--- src/rtl/ps2_rx_frontend.sv ---
// PS/2 device-to-host receiver: pin synchronization, clock deglitch, 11-bit frame
// deserialization and a one-entry valid/ready holding register.
// Optional build macro: PS2_PARITY_CHECK_EN enables rejection of frames with bad parity.
module ps2_rx_frontend #(
  parameter int SYNC_STAGES    = 2,
  parameter int FILTER_LEN     = 4,
  parameter int TIMEOUT_CYCLES = 20000
) (
  input  logic       clk,
  input  logic       rst,
  input  logic       ps2_clk,
  input  logic       ps2_data,
  output logic [7:0] key_data,
  output logic       key_valid,
  input  logic       key_ready,
  output logic       frame_err,
  output logic       overrun,
  output logic       busy,
  output logic [1:0] state_dbg
);

  // Handshake: a byte moves to the consumer on every rising clk edge where
  // key_valid & key_ready; key_data holds steady while key_valid is high.

  localparam int FW = (FILTER_LEN > 2) ? $clog2(FILTER_LEN) : 1;
  localparam int TW = $clog2(TIMEOUT_CYCLES + 1);

  typedef enum logic [1:0] {
    IDLE = 2'd0,
    RECV = 2'd1,
    STOP = 2'd2
  } state_t;

  state_t                 state, state_n;
  logic [SYNC_STAGES-1:0] clk_sync, data_sync;
  logic [FW-1:0]          flt_cnt;
  logic                   clk_f, clk_f_q;
  logic                   fe, data_bit;
  logic [TW-1:0]          to_cnt;
  logic                   timeout_hit;
  logic [3:0]             bit_cnt, bit_cnt_n;
  logic [7:0]             sh, sh_n;
  logic                   parity_ok;
  logic                   frame_good, frame_bad;

  always_ff @(posedge clk) begin
    if (rst) begin
      clk_sync  <= '1;
      data_sync <= '1;
      flt_cnt   <= '0;
      clk_f     <= 1'b1;
      clk_f_q   <= 1'b1;
    end else begin
      clk_sync  <= {clk_sync[SYNC_STAGES-2:0], ps2_clk};
      data_sync <= {data_sync[SYNC_STAGES-2:0], ps2_data};
      clk_f_q   <= clk_f;
      // clk_f follows the synchronized pin only after FILTER_LEN agreeing samples
      if (clk_sync[SYNC_STAGES-1] != clk_f) begin
        if (flt_cnt == FW'(FILTER_LEN - 1)) begin
          clk_f   <= clk_sync[SYNC_STAGES-1];
          flt_cnt <= '0;
        end else begin
          flt_cnt <= flt_cnt + 1'b1;
        end
      end else begin
        flt_cnt <= '0;
      end
    end
  end

  assign fe          = clk_f_q & ~clk_f;
  assign data_bit    = data_sync[SYNC_STAGES-1];
  assign timeout_hit = (to_cnt == TW'(TIMEOUT_CYCLES - 1));

  always_ff @(posedge clk) begin
    if (rst || state == IDLE || fe) begin
      to_cnt <= '0;
    end else if (!timeout_hit) begin
      to_cnt <= to_cnt + 1'b1;
    end
  end

`ifdef PS2_PARITY_CHECK_EN
  logic par, par_n;

  always_ff @(posedge clk) begin
    if (rst) par <= 1'b0;
    else     par <= par_n;
  end

  assign parity_ok = ^{sh, par};
`else
  assign parity_ok = 1'b1;
`endif

  always_comb begin
    state_n    = state;
    bit_cnt_n  = bit_cnt;
    sh_n       = sh;
    frame_good = 1'b0;
    frame_bad  = 1'b0;
`ifdef PS2_PARITY_CHECK_EN
    par_n      = par;
`endif
    case (state)
      IDLE: begin
        if (fe && !data_bit) begin
          state_n   = RECV;
          bit_cnt_n = 4'd0;
        end
      end
      RECV: begin
        if (fe) begin
          if (bit_cnt == 4'd8) begin
            state_n = STOP;
`ifdef PS2_PARITY_CHECK_EN
            par_n   = data_bit;
`endif
          end else begin
            sh_n      = {data_bit, sh[7:1]};
            bit_cnt_n = bit_cnt + 4'd1;
          end
        end else if (timeout_hit) begin
          state_n   = IDLE;
          frame_bad = 1'b1;
        end
      end
      STOP: begin
        if (fe) begin
          state_n = IDLE;
          if (data_bit && parity_ok) frame_good = 1'b1;
          else                       frame_bad  = 1'b1;
        end else if (timeout_hit) begin
          state_n   = IDLE;
          frame_bad = 1'b1;
        end
      end
      default: state_n = IDLE;
    endcase
  end

  always_ff @(posedge clk) begin
    if (rst) begin
      state     <= IDLE;
      bit_cnt   <= 4'd0;
      sh        <= 8'h00;
      key_data  <= 8'h00;
      key_valid <= 1'b0;
      frame_err <= 1'b0;
      overrun   <= 1'b0;
    end else begin
      state     <= state_n;
      bit_cnt   <= bit_cnt_n;
      sh        <= sh_n;
      frame_err <= frame_bad;
      overrun   <= 1'b0;
      // A consumer accepting in the same cycle frees the slot for the new byte
      if (frame_good) begin
        if (!key_valid || key_ready) begin
          key_data  <= sh;
          key_valid <= 1'b1;
        end else begin
          overrun <= 1'b1;
        end
      end else if (key_valid && key_ready) begin
        key_valid <= 1'b0;
      end
    end
  end

  assign busy      = (state != IDLE);
  assign state_dbg = state;

endmodule
--- config.mk ---
export PLATFORM = sky130hd
export DESIGN_NAME = ps2_rx_frontend
export DESIGN_NICKNAME = d
export VERILOG_FILES = /design/src/rtl/ps2_rx_frontend.sv
export SDC_FILE = /design/constraint.sdc
export NUM_CORES = 1
export LEC_CHECK = 0
export CAP_MARGIN = 5
export CORE_MARGIN = 2
export CORE_UTILIZATION = 45
export DETAILED_ROUTE_END_ITERATION = 10
export PLACE_DENSITY = 0.69
export SYNTH_ARGS = -nofsm -noshare
export SYNTH_HDL_FRONTEND = slang
export SYNTH_SLANG_ARGS = --single-unit
--- constraint.sdc ---
create_clock -name clk -period 2.4 [get_ports clk]
set_clock_uncertainty 0.15 [all_clocks]
set_input_delay 0.48 -clock clk [delete_from_list [all_inputs] [get_ports clk]]
set_output_delay 0.48 -clock clk [all_outputs]
set_load 0.02 [all_outputs]
==> summary.md <==
| Metric | Value |
|---|---|
| Syn avg cell area | 8.93 sq um |
| YS warnings | 0 |
| Syn nets | 246 |
| Initial core utilization | 47.1% |
| Final period util | 91.3% |
| Design Area, Final | 2420 sq um |
| Leakage power | 0.819 nW |
| Ratio of cells with drive above 1 in the final layout | 8.30% |
| Clk sinks | 48 |
| DR iter-0 viols | 124 |
| Worst slew margin | 75.1% |
| Area Overhead vs Synth | 16.5% |
| HPWL after DPL | 2700 um |
| Final Hold Viols | 0 |
| Hold Crit Start | clk_sync[0]$_SDFF_PP1_ |
| Commonest non-fill, non-tap cell in the layout | dfxtp_1 |
| Port bufs | 18 |
| Combinational share of power | 2.9% |
| First-pass GRT wire length | 6780 um |
| Setup-failing EPs final | 0 |
| H-tree depth | 2 |
| Clk Latency, worst-skew pair | 310 ps |
| Reg-to-Reg Start | to_cnt[0]$_SDFFE_PP0N_ |
| Main synth FF type | dfxtp_1 |
| Mean routed wirelength per cell | 12.5 um |
| Peak supply drop | 0.297 mV |
| CP required | 1770 ps |
| Die H | 72 um |
| Mapped Area | 2080 sq um |
| Yosys top cell by area | dfxtp_1 |
| Tot Pwr | 1.46 mW |
| Status | complete, no violations |
| Via count | 1632 |
| Unrepaired setup endpoints after global routing | false |
| Worst Hold Depth | 1 |
| CP Max Fanout | 9 |
| Minimum clock period | 2190 ps |
| Hold EP | clk_sync[1]$_SDFF_PP1_ |
| Clock Tree Root | clkbuf_8 |
| First-pass DRT Iterations | 4 |
| Post-synthesis sequential area ratio | 46.2% |
| Antenna diode count | 0 |
| Placed Cells | 297 |
| Synth top area share | 46.2% |
| Cell Rows | 24 |
| Number of vias per cell | 5.35 |
| PD cells | 601 nW/um^2 |
| Asr flop ratio synth | 0% |
| Layout fillers | 412 |
| CTS tree | done |
| Post-CTS Hold Buffers | 0 |
| Commonest cells after routing, fill and taps aside | 48 x dfxtp_1, 26 x nand2_1, 21 x nor2_1 |
| Sw Ratio | 20.4% |
| Clk slew on worst S/H paths | 80 ps |
| R2R cell count | 5 |
| Worst r2r dst | frame_err$_SDFF_PP0_ |
| GR Overflow Total | 0 |
| Core region area | 4410 sq um |
| DP Area | 2300 sq um |
| Syn Inst Count | 233 |
| Top cells by area, synth | dfxtp_1 46%, mux2i_1 5.8%, ha_1 4.8% |
| Antenna violations before repair | 0 |
| Power share of the clock group | 42.0% |
| Reg2Reg Setup Slack | 550 ps |
| Final net count | 265 |
| Fmax | 0.456 GHz |
| Post-route DRC violation count | 0 |
| Die X | 72 um |
| Vias in the first global route | 1512 |
| Clk buf depth | 2 |
| Max-slew violation count | 0 |
| Total CTS buffers | 5 |
| HP Class | flip-flop to flip-flop |
| Max-cap viol count | 0 |
| Switching power | 0.298 mW |
| Placer Congestion | 0.839 |
| Pint | 1.16 mW |
| Synthesized flop and latch total | 48 |
| Critical Path End Type | output pin |
| Final std cells w/o fill | 305 |
| Post_cts resized | 1 |
| Element type at the critical path start | flip-flop |
| Crit path kind | flip-flop to output pin |
| Pin count of the biggest net entering global routing | 16 |
| IO Pins | 19 |
| Storage cell area | 961 sq um |
| Postcts setup bufs | 0 |
| EDFF count, synth | 0 |
| Post-synth cell types | 39 |
| DRT Wirelength | 3830 um |
| Worst EP arrival | 1560 ps |
| Area of the multi-input gates | 1020 sq um |
| Gr usage total | 16.7% |
| Antenna-violating nets left | 0 |
| Total negative slack | 0 ps |
| Worst Max-Slew Pin Slew | 374 ps |
| Hold Slack | 262 ps |
| Die area | 5180 sq um |
| Sequential fraction of design power | 55.2% |
-- registers in the layout, summed over array words and instances (netlist names), 2 cells and up --
register   cells
bit_cnt        4
key_data       8
data_sync      2
to_cnt        15
flt_cnt        2
sh             8
clk_sync       2
state_dbg      2
-- synth_stat cells (5+ instances only) --
master / count
xnor2_1: 5
ha_1: 8
a21oi_1: 17
nand4_1: 6
inv_1: 10
nand3_1: 8
nor2_1: 21
o21ai_0: 9
dfxtp_1: 48
nand2_1: 26
clkbuf_1: 6
mux2i_1: 12
or2_2: 5
nor3_1: 5
-- critical path, stage by stage, from the launching register on --
cell           delay [ps]
dfxtp_1               400
inv_1                 110
ha_1                  310
inv_1                 110
dlygate4sd2_1         340
-- metrics by stage --
| stage | setup slack (ps) | utilization (%) |
|---|---|---|
| after global placement | 308 | 52.2 |
| after floorplan | 529 | - |
| after detailed placement | 277 | 52.2 |
| after global routing | 111 | 54.9 |
| after CTS | 194 | 54.9 |
| final | 208 | 54.9 |
-- how the worst max path moves through the flow --
stage	from	end	slack (ps)	cells after the start
after floorplan	state_dbg[0]$_SDFFE_PP0P_	bit_cnt[2]$_SDFFE_PP0P_	530	6
after global placement	state_dbg[0]$_SDFFE_PP0P_	busy	310	4
after detailed placement	state_dbg[0]$_SDFFE_PP0P_	busy	280	4
after CTS	state_dbg[0]$_SDFFE_PP0P_	busy	190	4
after global routing	state_dbg[0]$_SDFFE_PP0P_	busy	110	4
final	state_dbg[0]$_SDFFE_PP0P_	busy	210	4
-- per-layer routing --
layer  GRT usage (%)  vias to the layer above  part of all wire [%]
met2            27.2                       32                    45
met1            20.9                      742                    47
met4            8.60                        0                   2.4
li1                -                      849                     -
met5               0                        -                     0
met3            3.61                        9                   4.8
-- power groups by stage --
stage	Combinational [mW]	Clock (mW)	Sequential, mW
2_1_floorplan	0.0252	0	0.822
3_3_place_gp	0.0425	0	0.822
3_5_place_dp	0.0426	0	0.822
4_1_cts	0.0424	0.632	0.804
5_1_grt	0.0469	0.658	0.805
6_report	0.0422	0.611	0.804
-- logic make-up (layout without fill, tap and decap cells) --
kind of cell / after synthesis / in the layout / share of synthesized area [%]
AOI/OAI and AO/OA: 40 / 40 / 11.4
adders and majority gates: 8 / 8 / 4.81
buffers and inverters: 21 / 41 / 4.69
and+or+nand+nor: 96 / 96 / 23.8
xor gates and xnor gates: 8 / 8 / 3.37
muxes: 12 / 12 / 5.77
DFF: 48 / 48 / 46.2
-- layout make-up --
type | instances | share of cell area [%]
clock buffer | 6 | 3.41
clock inverter | 2 | 1.60
inverter | 10 | 1.55
multi-input combinational | 164 | 42.2
sequential | 48 | 39.6
tap | 52 | 2.68
timing repair buffer | 23 | 8.93
No activity file was read; power rests on OpenSTA's default activity.
